**src/rtl/sccb_cfg_seq.sv**
```systemverilog
// sccb_cfg_seq: walks a shared register ROM once per enabled camera channel,
// turning each ROM word into an SCCB write, a timed delay, or end-of-table.
// NACKed writes are re-issued a bounded number of times before the channel
// is abandoned. Per-channel done/fail flags summarise the last pass.
module sccb_cfg_seq #(
    parameter int NUM_CH     = 2,
    parameter int ADDR_W     = 8,
    parameter int GAP_CYC    = 100,
    parameter int DELAY_UNIT = 1000,
    parameter int MAX_RETRY  = 3,
    localparam int CW        = (NUM_CH > 1) ? $clog2(NUM_CH) : 1
) (
    input  logic              clk,
    input  logic              rstn,
    input  logic              restart,
    input  logic [NUM_CH-1:0] ch_mask,
    output logic [ADDR_W-1:0] rom_addr,
    input  logic [15:0]       rom_data,
    output logic              start,
    output logic [CW-1:0]     ch_sel,
    output logic [7:0]        reg_addr,
    output logic [7:0]        data,
    input  logic              done,
    input  logic              ack_err,
    output logic              busy,
    output logic [NUM_CH-1:0] cfg_done,
    output logic [NUM_CH-1:0] cfg_fail
);

    localparam int DLY_MAX = 255 * DELAY_UNIT;
    localparam int CNT_MAX = (DLY_MAX > GAP_CYC) ? DLY_MAX : GAP_CYC;
    localparam int CNT_W   = (CNT_MAX > 1) ? $clog2(CNT_MAX + 1) : 1;
    localparam int RTY_W   = (MAX_RETRY > 0) ? $clog2(MAX_RETRY + 1) : 1;

    typedef enum logic [3:0] {
        IDLE, SEL_CH, FETCH, ISSUE, WAIT_DONE, GAP, DELAY, CH_END, DONE
    } state_t;

    state_t              state_r, state_s;
    logic                arm_r, arm_s;
    logic [NUM_CH-1:0]   pend_r, pend_s;
    logic [CNT_W-1:0]    cnt_r, cnt_s;
    logic [RTY_W-1:0]    retry_r, retry_s;
    logic [ADDR_W-1:0]   rom_addr_r, rom_addr_s;
    logic [CW-1:0]       ch_sel_r, ch_sel_s;
    logic [7:0]          reg_addr_r, reg_addr_s;
    logic [7:0]          data_r, data_s;
    logic                start_r, start_s;
    logic                busy_r, busy_s;
    logic [NUM_CH-1:0]   cfg_done_r, cfg_done_s;
    logic [NUM_CH-1:0]   cfg_fail_r, cfg_fail_s;

    logic                sel_found_s;
    logic [CW-1:0]       sel_idx_s;
    logic                is_end_s, is_dly_s, addr_last_s;
    logic [NUM_CH-1:0]   ch_bit_s;

    // Lowest-index pending channel; the descending loop lets the lowest set bit win.
    always_comb begin
        sel_found_s = 1'b0;
        sel_idx_s   = '0;
        for (int i = NUM_CH - 1; i >= 0; i--) begin
            if (pend_r[i]) begin
                sel_found_s = 1'b1;
                sel_idx_s   = CW'(i);
            end else begin
                sel_found_s = sel_found_s;
            end
        end
    end

    assign is_end_s    = (rom_data == 16'hFFFF);
    assign is_dly_s    = (rom_data[15:8] == 8'hFF) && !is_end_s;
    assign addr_last_s = (rom_addr_r == {ADDR_W{1'b1}});
    assign ch_bit_s    = NUM_CH'(1) << ch_sel_r;

    // Next-state and next-output logic. rom_addr is always updated one state
    // ahead of FETCH (on entry to SEL_CH, GAP or DELAY) so the synchronous ROM
    // word is already valid when FETCH decodes it.
    always_comb begin
        state_s    = state_r;
        arm_s      = arm_r;
        pend_s     = pend_r;
        cnt_s      = cnt_r;
        retry_s    = retry_r;
        rom_addr_s = rom_addr_r;
        ch_sel_s   = ch_sel_r;
        reg_addr_s = reg_addr_r;
        data_s     = data_r;
        start_s    = 1'b0;
        busy_s     = busy_r;
        cfg_done_s = cfg_done_r;
        cfg_fail_s = cfg_fail_r;
        case (state_r)
            IDLE: begin
                // One settling cycle after reset release before the first pass.
                arm_s = 1'b1;
                if (arm_r) begin
                    pend_s     = ch_mask;
                    cfg_done_s = '0;
                    cfg_fail_s = '0;
                    busy_s     = 1'b1;
                    rom_addr_s = '0;
                    retry_s    = '0;
                    state_s    = SEL_CH;
                end else begin
                    busy_s = 1'b0;
                end
            end
            SEL_CH: begin
                rom_addr_s = '0;
                retry_s    = '0;
                if (sel_found_s) begin
                    ch_sel_s = sel_idx_s;
                    pend_s   = pend_r & ~(NUM_CH'(1) << sel_idx_s);
                    state_s  = FETCH;
                end else begin
                    busy_s  = 1'b0;
                    state_s = DONE;
                end
            end
            FETCH: begin
                if (is_end_s) begin
                    state_s = CH_END;
                end else if (addr_last_s) begin
                    cfg_fail_s = cfg_fail_r | ch_bit_s;
                    rom_addr_s = '0;
                    state_s    = SEL_CH;
                end else if (is_dly_s) begin
                    cnt_s      = CNT_W'(rom_data[7:0]) * CNT_W'(DELAY_UNIT);
                    rom_addr_s = rom_addr_r + ADDR_W'(1);
                    state_s    = DELAY;
                end else begin
                    reg_addr_s = rom_data[15:8];
                    data_s     = rom_data[7:0];
                    start_s    = 1'b1;
                    state_s    = ISSUE;
                end
            end
            ISSUE: begin
                state_s = WAIT_DONE;
            end
            WAIT_DONE: begin
                if (!done) begin
                    state_s = WAIT_DONE;
                end else if (!ack_err) begin
                    retry_s    = '0;
                    rom_addr_s = rom_addr_r + ADDR_W'(1);
                    cnt_s      = CNT_W'(GAP_CYC);
                    state_s    = GAP;
                end else if (retry_r < RTY_W'(MAX_RETRY)) begin
                    retry_s = retry_r + RTY_W'(1);
                    cnt_s   = CNT_W'(GAP_CYC);
                    state_s = GAP;
                end else begin
                    cfg_fail_s = cfg_fail_r | ch_bit_s;
                    rom_addr_s = '0;
                    state_s    = SEL_CH;
                end
            end
            GAP, DELAY: begin
                // Both waits last max(1, loaded count) cycles.
                if (cnt_r <= CNT_W'(1)) begin
                    cnt_s   = '0;
                    state_s = FETCH;
                end else begin
                    cnt_s = cnt_r - CNT_W'(1);
                end
            end
            CH_END: begin
                cfg_done_s = cfg_done_r | ch_bit_s;
                rom_addr_s = '0;
                state_s    = SEL_CH;
            end
            DONE: begin
                busy_s     = 1'b0;
                rom_addr_s = '0;
                if (restart) begin
                    pend_s     = ch_mask;
                    cfg_done_s = '0;
                    cfg_fail_s = '0;
                    busy_s     = 1'b1;
                    retry_s    = '0;
                    state_s    = SEL_CH;
                end else begin
                    state_s = DONE;
                end
            end
            default: begin
                state_s = IDLE;
            end
        endcase
    end

    // State and registered-output update with asynchronous active-low reset.
    always_ff @(posedge clk or negedge rstn) begin
        if (!rstn) begin
            state_r    <= IDLE;
            arm_r      <= 1'b0;
            pend_r     <= '0;
            cnt_r      <= '0;
            retry_r    <= '0;
            rom_addr_r <= '0;
            ch_sel_r   <= '0;
            reg_addr_r <= 8'h00;
            data_r     <= 8'h00;
            start_r    <= 1'b0;
            busy_r     <= 1'b0;
            cfg_done_r <= '0;
            cfg_fail_r <= '0;
        end else begin
            state_r    <= state_s;
            arm_r      <= arm_s;
            pend_r     <= pend_s;
            cnt_r      <= cnt_s;
            retry_r    <= retry_s;
            rom_addr_r <= rom_addr_s;
            ch_sel_r   <= ch_sel_s;
            reg_addr_r <= reg_addr_s;
            data_r     <= data_s;
            start_r    <= start_s;
            busy_r     <= busy_s;
            cfg_done_r <= cfg_done_s;
            cfg_fail_r <= cfg_fail_s;
        end
    end

    assign rom_addr = rom_addr_r;
    assign start    = start_r;
    assign ch_sel   = ch_sel_r;
    assign reg_addr = reg_addr_r;
    assign data     = data_r;
    assign busy     = busy_r;
    assign cfg_done = cfg_done_r;
    assign cfg_fail = cfg_fail_r;

endmodule

```
**config.mk**
```make
export PLATFORM = sky130hd
export DESIGN_NAME = sccb_cfg_seq
export DESIGN_NICKNAME = d
export VERILOG_FILES = /design/src/rtl/sccb_cfg_seq.sv
export SDC_FILE = /design/constraint.sdc
export NUM_CORES = 1
export LEC_CHECK = 0
export CAP_MARGIN = 20
export CORE_MARGIN = 4
export CORE_UTILIZATION = 57
export DETAILED_ROUTE_END_ITERATION = 10
export PLACE_DENSITY = 0.81
export SYNTH_ARGS = -nofsm -noshare
export SYNTH_HDL_FRONTEND = slang
export SYNTH_SLANG_ARGS = --single-unit
```
**constraint.sdc**
```tcl
create_clock -name clk -period 3.15 [get_ports clk]
set_input_delay 0.7875 -clock clk [delete_from_list [all_inputs] [get_ports clk]]
set_output_delay 0.7875 -clock clk [all_outputs]
set_load 0.02 [all_outputs]
```
# After elaboration in Yosys (flattened, before gate mapping)

Cells that the tools add are included.
W data, S select, Z words.

Add/subtract/negate cells: 3
$mul: 1
Order comparisons: 2
Equality and inequality tests: 26
Shift operators: 2
Mux-type cells: 55
Bitwise gates (word level): 7
Reduce and logical (&&, ||, !) cells: 21

Operators by type and width:

| operator                | count |
|---|---|
| $mux W18                | 7 |
| $mux W8                 | 7 |
| $pmux W18 S3            | 1 |
| $pmux W4 S8             | 1 |
| $pmux W8 S4             | 1 |
| $mux W2                 | 13 |
| $ne A2 B2 Y1 const B    | 12 |
| $le A18 B1 Y1 const B   | 1 |
| $mux W3                 | 6 |
| $sub A18 B1 Y18 const B | 1 |
| $eq A16 B16 Y1 const B  | 1 |
| $eq A4 B3 Y1 const B    | 4 |
| $eq A8 B8 Y1 const B    | 2 |
| $mux W4                 | 4 |
| $pmux W2 S4             | 2 |
| $mul A8 B7 Y15 const B  | 1 |
| $pmux W2 S3             | 2 |
| $reduce_and A6 Y1       | 2 |
| $reduce_bool A4 Y1      | 3 |
| $mux W1                 | 10 |
| $ne A3 B3 Y1 const B    | 3 |
| $reduce_bool A3 Y1      | 3 |
| $add A8 B1 Y8 const B   | 1 |
| $eq A4 B2 Y1 const B    | 2 |
| 20 further kinds        | 27 |

Register bits: 58
Input bits: 23
Output and inout port bits: 31
Logic and storage cells: 130

# Logic depth before layout (Yosys ltp)

Gate-level depths: netlist of the first run.

Word-level depth: 7
Gate-level depth with buffers: 14
Depth with buffers taken out: 14

# Worst setup path after synthesis of the first run

Ideal clock, no wire load.

Path kind: input to register
Start: input rom_data[1]
End: register cnt_r[16]
Setup time: 0.064 ns
Arrival: 4.241 ns
Required time: 3.086 ns
Setup slack: -1.155 ns
Stages on the path: 13
Buffers on the path: 0
Cells stage by stage: fa_1 > inv_1 > fa_1 > fa_1 > fa_1 > inv_1 > ha_1 > nand3_1 > and2_1 > a21oi_1 > or3_2 > a31oi_1 > a21o_1

Cells in the longest elaborated chain, start to end: 5
Elaborated cells on any way between the ends: 11
Those cells by class: mul (1); eq/ne (3); mux (4); reduce/logical (3)

RTL lines:

| item                                              | line    | RTL |
|---|---|---|
| from (decl)                                       | 18      | `input logic [15:0] rom_data,` |
| $mul A8 B7 Y15 or $eq A16 B16 Y1 (tied branches)  | 130, 72 |  |
| $mux W18 or $logic_not A1 Y1 (tied branches)      | 129, 73 |  |
| $mux W18 or $logic_and A1 B1 Y1 (tied branches)   | 125, 73 |  |
| $mux W18 or $ne A2 B2 Y1 (tied branches)          | -       |  |
| $pmux W18 S3 or $reduce_and A6 Y1 (tied branches) | -       |  |
| to (signal assigned)                              | 215     | `cnt_r <= cnt_s;` |
| to (decl)                                         | 42      | `logic [CNT_W-1:0] cnt_r, cnt_s;` |

Parallel ways exist; a longest one is shown, timed or not. The select of a mux whose other input is x is not followed.
A chain may end at the register's enable or synchronous reset.

# Worst setup path after layout of the first run

Start: input rom_data[0]
End: register cnt_r[15]

The elaborated chain is that of the path after synthesis.

==> metrics.txt, run 1 <==
# TYPE chip_impl_metric gauge
chip_impl_metric{name="rrSetupSlack",unit="ns"} 0.24
chip_impl_info{name="endpoint_kind",value="register"} 1
chip_impl_info{name="layout_common_cells",value="sky130_fd_sc_hd__dfrtp_1, sky130_fd_sc_hd__clkdlybuf4s50_1, sky130_fd_sc_hd__nor2_1"} 1
chip_impl_metric{name="place_congestion",unit=""} 0.8670
chip_impl_metric{name="critical_path.n_buffers_inverters",unit=""} 3
chip_impl_metric{name="syn_area_per_cell",unit="µm²"} 9.230
chip_impl_metric{name="floorplan.io_pins",unit=""} 54
chip_impl_info{name="worst_min_delay_path_category",value="register to register"} 1
chip_impl_metric{name="max_slew.worst_pin.slew",unit="ns"} 0.7310
chip_impl_metric{name="area_growth",unit="%"} 36.98
chip_impl_metric{name="insertion_delay",unit="ns"} 0.35
chip_impl_metric{name="dp_worst_setup_slack",unit="ns"} -1.664
chip_impl_metric{name="cts_made_buffers",unit=""} 9
chip_impl_metric{name="insertedDiodeCount",unit=""} 0
chip_impl_metric{name="timing.critical_path.fanout_max",unit=""} 3
chip_impl_info{name="cp_top_family",value="adder cells"} 1
chip_impl_metric{name="power_per_cell_area",unit="mW/mm²"} 1045
chip_impl_metric{name="grt_first_pass_wirelength",unit="mm"} 22.93
chip_impl_metric{name="leakagePower",unit="nW"} 2.762
chip_impl_metric{name="drt_iter0_markers",unit=""} 459
chip_impl_metric{name="maxcap_violations",unit=""} 0
chip_impl_metric{name="die_height",unit="µm"} 97.35
chip_impl_metric{name="min_period_over_period",unit=""} 1.304
chip_impl_metric{name="total_die_area",unit="mm²"} 0.009477
chip_impl_metric{name="cts-hold-fix-buffers",unit=""} 0
chip_impl_metric{name="layout.nets",unit=""} 687
chip_impl_metric{name="floorplan.initialDensity",unit=""} 0.5889
chip_impl_metric{name="final_hold_viol_count",unit=""} 0
chip_impl_metric{name="tritoncts_num_sinks",unit=""} 58
chip_impl_metric{name="period_needed",unit="ns"} 4.109
chip_impl_metric{name="yosysSeqAreaShare",unit=""} 0.3189
chip_impl_metric{name="synth_nets",unit=""} 580
chip_impl_metric{name="drt_pre_antenna_iters",unit=""} 7
chip_impl_metric{name="fmax",unit="GHz"} 0.2434
chip_impl_metric{name="worst_slack",unit="ns"} -0.9591
chip_impl_metric{name="final_count_of_pins_violating_max_slew",unit=""} 0
chip_impl_info{name="cp_slowest_cell",value="sky130_fd_sc_hd__fa_1"} 1
chip_impl_metric{name="via_count_of_the_first_global_routing_pass",unit=""} 4692
chip_impl_metric{name="ys_seq_elements",unit=""} 58
chip_impl_metric{name="vdd.ir_drop.worst",unit="V"} 0.0005671
chip_impl_metric{name="synth_enable_flop_cells",unit=""} 0
chip_impl_info{name="start_kind",value="input port"} 1
chip_impl_metric{name="yosys.cell_types.count",unit=""} 57
chip_impl_info{name="timing.critical_path.mode_cell",value="sky130_fd_sc_hd__fa_1"} 1
chip_impl_metric{name="synth_warnings",unit=""} 0
chip_impl_metric{name="antenna_found_initial",unit=""} 0
chip_impl_metric{name="cp.depth",unit=""} 15
chip_impl_metric{name="h-tree-depth",unit=""} 3
chip_impl_metric{name="placement_rows",unit=""} 32
chip_impl_metric{name="floorplan.die.width",unit="µm"} 97.35
chip_impl_metric{name="timing.reg2reg.worst_path_depth",unit=""} 7
chip_impl_metric{name="cp_slowest_stage_delay",unit="ns"} 0.53
chip_impl_metric{name="syn-cell-area",unit="mm²"} 0.004551
chip_impl_info{name="clk_root_buffer_cell",value="sky130_fd_sc_hd__clkbuf_8"} 1
chip_impl_metric{name="grt_start_max_net_pins",unit=""} 59
chip_impl_info{name="violations",value="setup timing"} 1
chip_impl_info{name="worstPathCellList",value="buf_2 -> fa_1 -> xor2_1 -> ha_1 -> inv_2 -> fa_1 -> fa_1 -> inv_2 -> ha_4 -> a21o_1 -> a21oi_4 -> a211oi_2 -> or3_1 -> a31oi_1 -> o21ai_1"} 1
chip_impl_metric{name="grt_remaining_overflow",unit=""} 0
chip_impl_metric{name="routed_wl_per_cell",unit="µm"} 20.55
chip_impl_metric{name="worstPathArrival",unit="ns"} 4.34
chip_impl_metric{name="routed_vias",unit=""} 4521
chip_impl_metric{name="coreArea",unit="mm²"} 0.007727
chip_impl_info{name="regToRegEndpoint",value="cnt_r[12]"} 1
chip_impl_info{name="most_frequent_standard_cell_in_the_layout_excluding_fill_and_tap_cells",value="sky130_fd_sc_hd__dfrtp_1"} 1
chip_impl_metric{name="ys_async_sr_fraction",unit=""} 1.000
chip_impl_metric{name="routed_wirelength",unit="mm"} 14.53
chip_impl_metric{name="max_slew_margin",unit=""} 0.5127
chip_impl_metric{name="buffer_ports.inserted",unit=""} 53
chip_impl_info{name="hold_critical_path_endpoint",value="cfg_done[0]"} 1
chip_impl_metric{name="dpl_cell_area",unit="mm²"} 0.005600
chip_impl_metric{name="layout_cells_sized_above_1",unit=""} 0.2678
chip_impl_info{name="synth_ff_type",value="sky130_fd_sc_hd__dfrtp_1"} 1
chip_impl_metric{name="ant_nets",unit=""} 0
chip_impl_info{name="worstReg2RegStart",value="cnt_r[10]"} 1
chip_impl_metric{name="finClkSkew",unit="ns"} 0.01278
chip_impl_metric{name="worst_setup_hold_path_clk_slew",unit="ns"} 0.08
chip_impl_metric{name="dp.final_hpwl",unit="mm"} 8.697
chip_impl_metric{name="drt_drc_violations_left",unit=""} 0
chip_impl_info{name="setup.worst_path.class",value="input port to register"} 1
chip_impl_metric{name="track_usage",unit=""} 0.2986
chip_impl_info{name="cts_tree",value="built"} 1
chip_impl_metric{name="route.detailed.vias_per_inst",unit=""} 6.395
chip_impl_info{name="holdCritStartpoint",value="cfg_done[0]"} 1
chip_impl_metric{name="max-clock-path-buffers",unit=""} 2
chip_impl_metric{name="min_delay_path_depth",unit=""} 2
chip_impl_metric{name="post-route-cell-area",unit="mm²"} 0.006233
chip_impl_metric{name="synth_cells",unit=""} 493
chip_impl_info{name="grt_setup_unrepaired",value="yes"} 1
chip_impl_metric{name="setup_violations",unit=""} 10
chip_impl_info{name="run_status",value="finished with violations"} 1
chip_impl_metric{name="worst-endpoint-required",unit="ns"} 3.38
==> logic make-up (layout without fill, tap and decap cells) <==
kind of cell,Yosys count,count (layout),share of synthesized area
and+or+nand+nor,148,148,0.1644
muxes,17,17,0.04207
DFF,58,58,0.3189
xor gates and xnor gates,12,12,0.02310
AOI/OAI and AO/OA,134,134,0.1798
buffers and inverters,60,172,0.06104
adders and majority gates,64,64,0.2106
==> through the flow <==
stage               TNS (ns)  cells  hold slack, ns    util  power, mW
floorplan             -6.067    493          0.4686       -      3.518
global placement      -13.97    681          0.4690  0.7247      4.574
detailed placement    -14.80    681          0.4813  0.7247      4.717
CTS                   -6.087    701          0.5105  0.7921      5.997
global route          -8.245    707          0.5390  0.8067      6.873
finish                -7.537    707          0.5086  0.8067      6.517
==> flip-flops by register name, summed over array words and instances, names as in the netlist <==
| signal | flops |
|---|---|
| cnt_r | 18 |
| data | 8 |
| reg_addr | 8 |
| rom_addr | 8 |
| state_r | 4 |
| cfg_done | 2 |
| cfg_fail | 2 |
| pend_r | 2 |
| retry_r | 2 |
| arm_r | 1 |
| busy | 1 |
| ch_sel | 1 |
| start | 1 |
==> routing by layer <==
metal	up-vias	GRT usage	part of all wire
li1	1978	-	-
met1	2147	0.3454	0.37
met2	289	0.4910	0.47
met3	107	0.09978	0.091
met4	0	0.1576	0.066
met5	-	0	0
==> area by class of cell <==
cell class	count	area, µm²
multi-input combinational	375	3194
clock buffer	9	123.9
inverter	43	161.4
timing repair buffer	113	1050
clock inverter	7	125.1
sequential	58	1451
tap	102	127.6
fill	398	1494
==> where the power goes <==
part	total, mW	internal, mW	switching [mW]
Combinational	4.30	2.07	2.23
Sequential	1.33	1.02	0.307
Clock	0.889	0.532	0.357
Total	6.52	3.63	2.89
==> how the worst max path moves through the flow <==
stage	from	end	slack (ns)
2_1_floorplan	rom_data[2]	cnt_r[17]	-0.90
3_3_place_gp	rom_data[2]	cnt_r[17]	-1.54
3_5_place_dp	rom_data[3]	cnt_r[17]	-1.66
4_1_cts	rom_data[3]	cnt_r[15]	-0.81
5_1_grt	rom_data[3]	cnt_r[17]	-1.05
6_report	rom_data[0]	cnt_r[15]	-0.96
==> cell usage after synthesis, types with 2 or more instances <==
cell type	count	area [µm²]
sky130_fd_sc_hd__nor3_1	10	50.05
sky130_fd_sc_hd__ha_1	43	538.0
sky130_fd_sc_hd__and3_1	5	31.28
sky130_fd_sc_hd__o21ai_1	6	30.03
sky130_fd_sc_hd__a31oi_1	8	50.05
sky130_fd_sc_hd__clkbuf_8	4	55.05
sky130_fd_sc_hd__a22oi_1	2	15.01
sky130_fd_sc_hd__nor2b_1	4	25.02
sky130_fd_sc_hd__or4_1	4	30.03
sky130_fd_sc_hd__a32oi_1	4	35.03
sky130_fd_sc_hd__o31ai_1	3	22.52
sky130_fd_sc_hd__mux2_2	17	191.4
sky130_fd_sc_hd__nand3b_1	3	22.52
sky130_fd_sc_hd__o211ai_1	3	22.52
sky130_fd_sc_hd__o21ai_0	42	210.2
sky130_fd_sc_hd__o221ai_1	3	26.28
sky130_fd_sc_hd__a21oi_1	33	165.2
sky130_fd_sc_hd__o22a_1	2	17.52
sky130_fd_sc_hd__nand3_1	13	65.06
sky130_fd_sc_hd__dfrtp_1	58	1451
sky130_fd_sc_hd__xnor2_1	7	61.31
sky130_fd_sc_hd__a22o_1	2	17.52
sky130_fd_sc_hd__nor4b_1	2	17.52
sky130_fd_sc_hd__nand2b_1	8	50.05
sky130_fd_sc_hd__fa_1	21	420.4
sky130_fd_sc_hd__o22ai_1	5	31.28
sky130_fd_sc_hd__nand4_1	7	43.79
sky130_fd_sc_hd__and2_1	5	31.28
sky130_fd_sc_hd__inv_1	43	161.4
sky130_fd_sc_hd__nor2_1	44	165.2
sky130_fd_sc_hd__or3_2	2	15.01
sky130_fd_sc_hd__o21a_1	3	22.52
sky130_fd_sc_hd__xor2_1	5	43.79
sky130_fd_sc_hd__or3_1	5	31.28
sky130_fd_sc_hd__a221oi_1	3	26.28
sky130_fd_sc_hd__a21o_1	6	45.04
sky130_fd_sc_hd__clkbuf_1	10	37.54
sky130_fd_sc_hd__nand2_1	29	108.9
==> timing repair <==
action                     in CTS  in global routing
pin swaps                      36                 42
setup buffers                   5                  9
gates resized for setup        74                 27
setup endpoints to repair      11                 10
==> tightest hold or removal path, stage by stage (launching register included) <==
cell                      delay [ns]
sky130_fd_sc_hd__dfrtp_1        0.35
sky130_fd_sc_hd__a31oi_1        0.05
sky130_fd_sc_hd__nor2_1         0.07
Power figures use the tool's default switching activity.
==> inputs of run 2 (changes only) <==
- clock period: 3.15 -> 4.5 ns (I/O delays scaled with it)
==> metrics.txt, run 2 (same netlist as run 1, synthesis figures left out) <==
# TYPE chip_impl_metric gauge
chip_impl_metric{name="power_per_cell_area",unit="mW/mm²"} 681.3
chip_impl_metric{name="worstPathArrival",unit="ns"} 4.78
chip_impl_metric{name="placement_rows",unit=""} 32
chip_impl_metric{name="dpl.cell_count",unit=""} 664
chip_impl_metric{name="ant_nets",unit=""} 0
chip_impl_info{name="layout_common_cells",value="sky130_fd_sc_hd__dfrtp_1, sky130_fd_sc_hd__clkdlybuf4s50_1, sky130_fd_sc_hd__nor2_1"} 1
chip_impl_metric{name="fin_total_pwr",unit="mW"} 3.912
chip_impl_info{name="start_kind",value="input port"} 1
chip_impl_info{name="violations",value="setup timing"} 1
chip_impl_metric{name="period_needed",unit="ns"} 4.512
chip_impl_metric{name="drt_iter0_markers",unit=""} 340
chip_impl_metric{name="worst-endpoint-required",unit="ns"} 4.77
chip_impl_info{name="grt_peak_use_layer",value="met2"} 1
chip_impl_info{name="setup.worst_path.class",value="input port to register"} 1
chip_impl_info{name="hold_critical_path_endpoint",value="cfg_done[1]"} 1
chip_impl_metric{name="finalHoldWorstSlack",unit="ns"} 0.5104
chip_impl_metric{name="routed_vias",unit=""} 4214
chip_impl_metric{name="die_height",unit="µm"} 97.35
chip_impl_metric{name="drt_pre_antenna_iters",unit=""} 5
chip_impl_metric{name="cts_made_buffers",unit=""} 9
chip_impl_metric{name="dp_worst_setup_slack",unit="ns"} -0.7588
chip_impl_metric{name="post-route-cell-area",unit="mm²"} 0.005742
chip_impl_metric{name="insertion_delay",unit="ns"} 0.34
chip_impl_info{name="cts_tree",value="built"} 1
chip_impl_info{name="largest-register",value="cnt_r"} 1
chip_impl_metric{name="antenna_found_initial",unit=""} 0
chip_impl_metric{name="grt_start_max_net_pins",unit=""} 32
chip_impl_metric{name="drt_drc_violations_left",unit=""} 0
chip_impl_metric{name="final_hold_viol_count",unit=""} 0
chip_impl_metric{name="leakagePower",unit="nW"} 2.581
chip_impl_metric{name="tritoncts_num_sinks",unit=""} 58
chip_impl_metric{name="layout.nets",unit=""} 664
chip_impl_metric{name="floorplan.initialDensity",unit=""} 0.5889
chip_impl_info{name="clk_root_buffer_cell",value="sky130_fd_sc_hd__clkbuf_8"} 1
chip_impl_metric{name="total_die_area",unit="mm²"} 0.009477
chip_impl_metric{name="route.detailed.vias_per_inst",unit=""} 6.161
chip_impl_info{name="regToRegEndpoint",value="cnt_r[11]"} 1
chip_impl_metric{name="fmax",unit="GHz"} 0.2216
chip_impl_metric{name="worst_slack",unit="ns"} -0.01233
chip_impl_metric{name="dpl_cell_area",unit="mm²"} 0.005364
chip_impl_metric{name="floorplan.die.width",unit="µm"} 97.35
chip_impl_metric{name="min_period_over_period",unit=""} 1.003
chip_impl_metric{name="max-clock-path-buffers",unit=""} 2
chip_impl_metric{name="vdd.ir_drop.worst",unit="V"} 0.0004698
chip_impl_metric{name="setup_total_negative_slack",unit="ns"} -0.01233
chip_impl_metric{name="finClkSkew",unit="ns"} 0.01325
chip_impl_metric{name="routed_wl_per_cell",unit="µm"} 18.18
chip_impl_metric{name="coreArea",unit="mm²"} 0.007727
chip_impl_metric{name="place_congestion",unit=""} 0.8934
chip_impl_metric{name="floorplan.io_pins",unit=""} 54
chip_impl_metric{name="timing.reg2reg.worst_path_depth",unit=""} 6
chip_impl_metric{name="grt.met2_usage",unit=""} 0.4257
chip_impl_metric{name="final_count_of_pins_violating_max_slew",unit=""} 0
chip_impl_metric{name="insertedDiodeCount",unit=""} 0
chip_impl_info{name="worstReg2RegStart",value="cnt_r[10]"} 1
chip_impl_metric{name="layout_cells_sized_above_1",unit=""} 0.1838
chip_impl_info{name="worst_min_delay_path_category",value="register to register"} 1
chip_impl_metric{name="max_slew.worst_pin.slew",unit="ns"} 0.8173
chip_impl_metric{name="grt_util_met1",unit=""} 0.3364
chip_impl_metric{name="max_slew_margin",unit=""} 0.4510
chip_impl_metric{name="stdcell_count",unit=""} 684
chip_impl_metric{name="routed_wirelength",unit="mm"} 12.44
chip_impl_metric{name="rrSetupSlack",unit="ns"} 1.62
chip_impl_metric{name="track_usage",unit=""} 0.2548
chip_impl_metric{name="met3_usage",unit=""} 0.05169
chip_impl_metric{name="maxcap_violations",unit=""} 0
chip_impl_metric{name="via_count_of_the_first_global_routing_pass",unit=""} 4155
chip_impl_metric{name="h-tree-depth",unit=""} 3
chip_impl_metric{name="buffer_ports.inserted",unit=""} 53
chip_impl_metric{name="fillers",unit=""} 511
chip_impl_metric{name="worst_setup_hold_path_clk_slew",unit="ns"} 0.08
chip_impl_metric{name="timing.critical_path.fanout_max",unit=""} 5
chip_impl_metric{name="largest_register_ffs",unit=""} 18
chip_impl_info{name="run_status",value="finished with violations"} 1
chip_impl_info{name="most_frequent_standard_cell_in_the_layout_excluding_fill_and_tap_cells",value="sky130_fd_sc_hd__dfrtp_1"} 1
chip_impl_metric{name="grt_remaining_overflow",unit=""} 0
chip_impl_metric{name="fin_util",unit=""} 0.7430
chip_impl_metric{name="grt_first_pass_wirelength",unit="mm"} 19.88
chip_impl_metric{name="setup_violations",unit=""} 1
chip_impl_info{name="endpoint_kind",value="register"} 1
chip_impl_metric{name="area_growth",unit="%"} 26.18
chip_impl_metric{name="cts-hold-fix-buffers",unit=""} 0
chip_impl_metric{name="dp.final_hpwl",unit="mm"} 8.487
chip_impl_info{name="holdCritStartpoint",value="cfg_done[1]"} 1
chip_impl_metric{name="min_delay_path_depth",unit=""} 2
[run 2: cell types whose count changed in the layout (fill, tap and decap cells not counted), moves of 4 or more]
| cell | before | now |
|---|---|---|
| sky130_fd_sc_hd__ha_4 | 15 | 10 |
| sky130_fd_sc_hd__ha_1 | 28 | 33 |
| sky130_fd_sc_hd__buf_6 | 18 | 3 |
| sky130_fd_sc_hd__buf_4 | 43 | 35 |
| sky130_fd_sc_hd__inv_2 | 11 | 2 |
| sky130_fd_sc_hd__a21oi_1 | 21 | 27 |
| sky130_fd_sc_hd__a21oi_4 | 5 | 1 |
| sky130_fd_sc_hd__inv_1 | 32 | 41 |
[run 2: layout make-up]
class / count / area, µm² / area share
clock inverter: 7 / 101.3 / 0.01765
sequential: 58 / 1451 / 0.2528
tap: 102 / 127.6 / 0.02223
multi-input combinational: 375 / 2987 / 0.5202
timing repair buffer: 90 / 789.5 / 0.1375
inverter: 43 / 161.4 / 0.02811
clock buffer: 9 / 123.9 / 0.02157
[run 2: metal layers]
layer,up-vias,share of wire
li1,1923,-
met2,199,0.49
met3,37,0.063
met5,-,0
met1,2055,0.42
met4,0,0.029
[run 2: worst max path at each step]
stage / from / endpoint / depth (start not counted)
detailed placement: rom_data[2] / cnt_r[16] / 14
global route: rom_data[1] / cnt_r[16] / 14
floorplan: rom_data[1] / cnt_r[16] / 13
global placement: rom_data[2] / cnt_r[16] / 14
finish: rom_data[1] / cnt_r[11] / 15
CTS: rom_data[2] / cnt_r[16] / 14
[run 2: where the power goes]
group / leakage, nW / total, mW / switching, mW / internal [mW]
Sequential: 0.731 / 0.928 / 0.211 / 0.717
Combinational: 1.74 / 2.43 / 1.29 / 1.14
Clock: 0.106 / 0.553 / 0.238 / 0.315
Total: 2.58 / 3.91 / 1.74 / 2.17
[run 2: what timing repair did]
action | 4_1_cts | 5_1_grt
endpoints found under the setup margin | 8 | 7
setup buffers | 0 | 4
gates resized for setup | 25 | 24
pin swaps | 8 | 16
[run 2: worst max-delay path: stages]
cell and delay [ns]:
sky130_fd_sc_hd__buf_2 0.14, sky130_fd_sc_hd__fa_1 0.54, sky130_fd_sc_hd__inv_1 0.06, sky130_fd_sc_hd__fa_1 0.49
sky130_fd_sc_hd__fa_1 0.52, sky130_fd_sc_hd__fa_1 0.52, sky130_fd_sc_hd__inv_1 0.08, sky130_fd_sc_hd__ha_4 0.31
sky130_fd_sc_hd__buf_6 0.11, sky130_fd_sc_hd__nand4_1 0.17, sky130_fd_sc_hd__buf_4 0.20, sky130_fd_sc_hd__nand2_1 0.07
sky130_fd_sc_hd__xor2_1 0.19, sky130_fd_sc_hd__a22oi_1 0.10, sky130_fd_sc_hd__o21ai_1 0.16
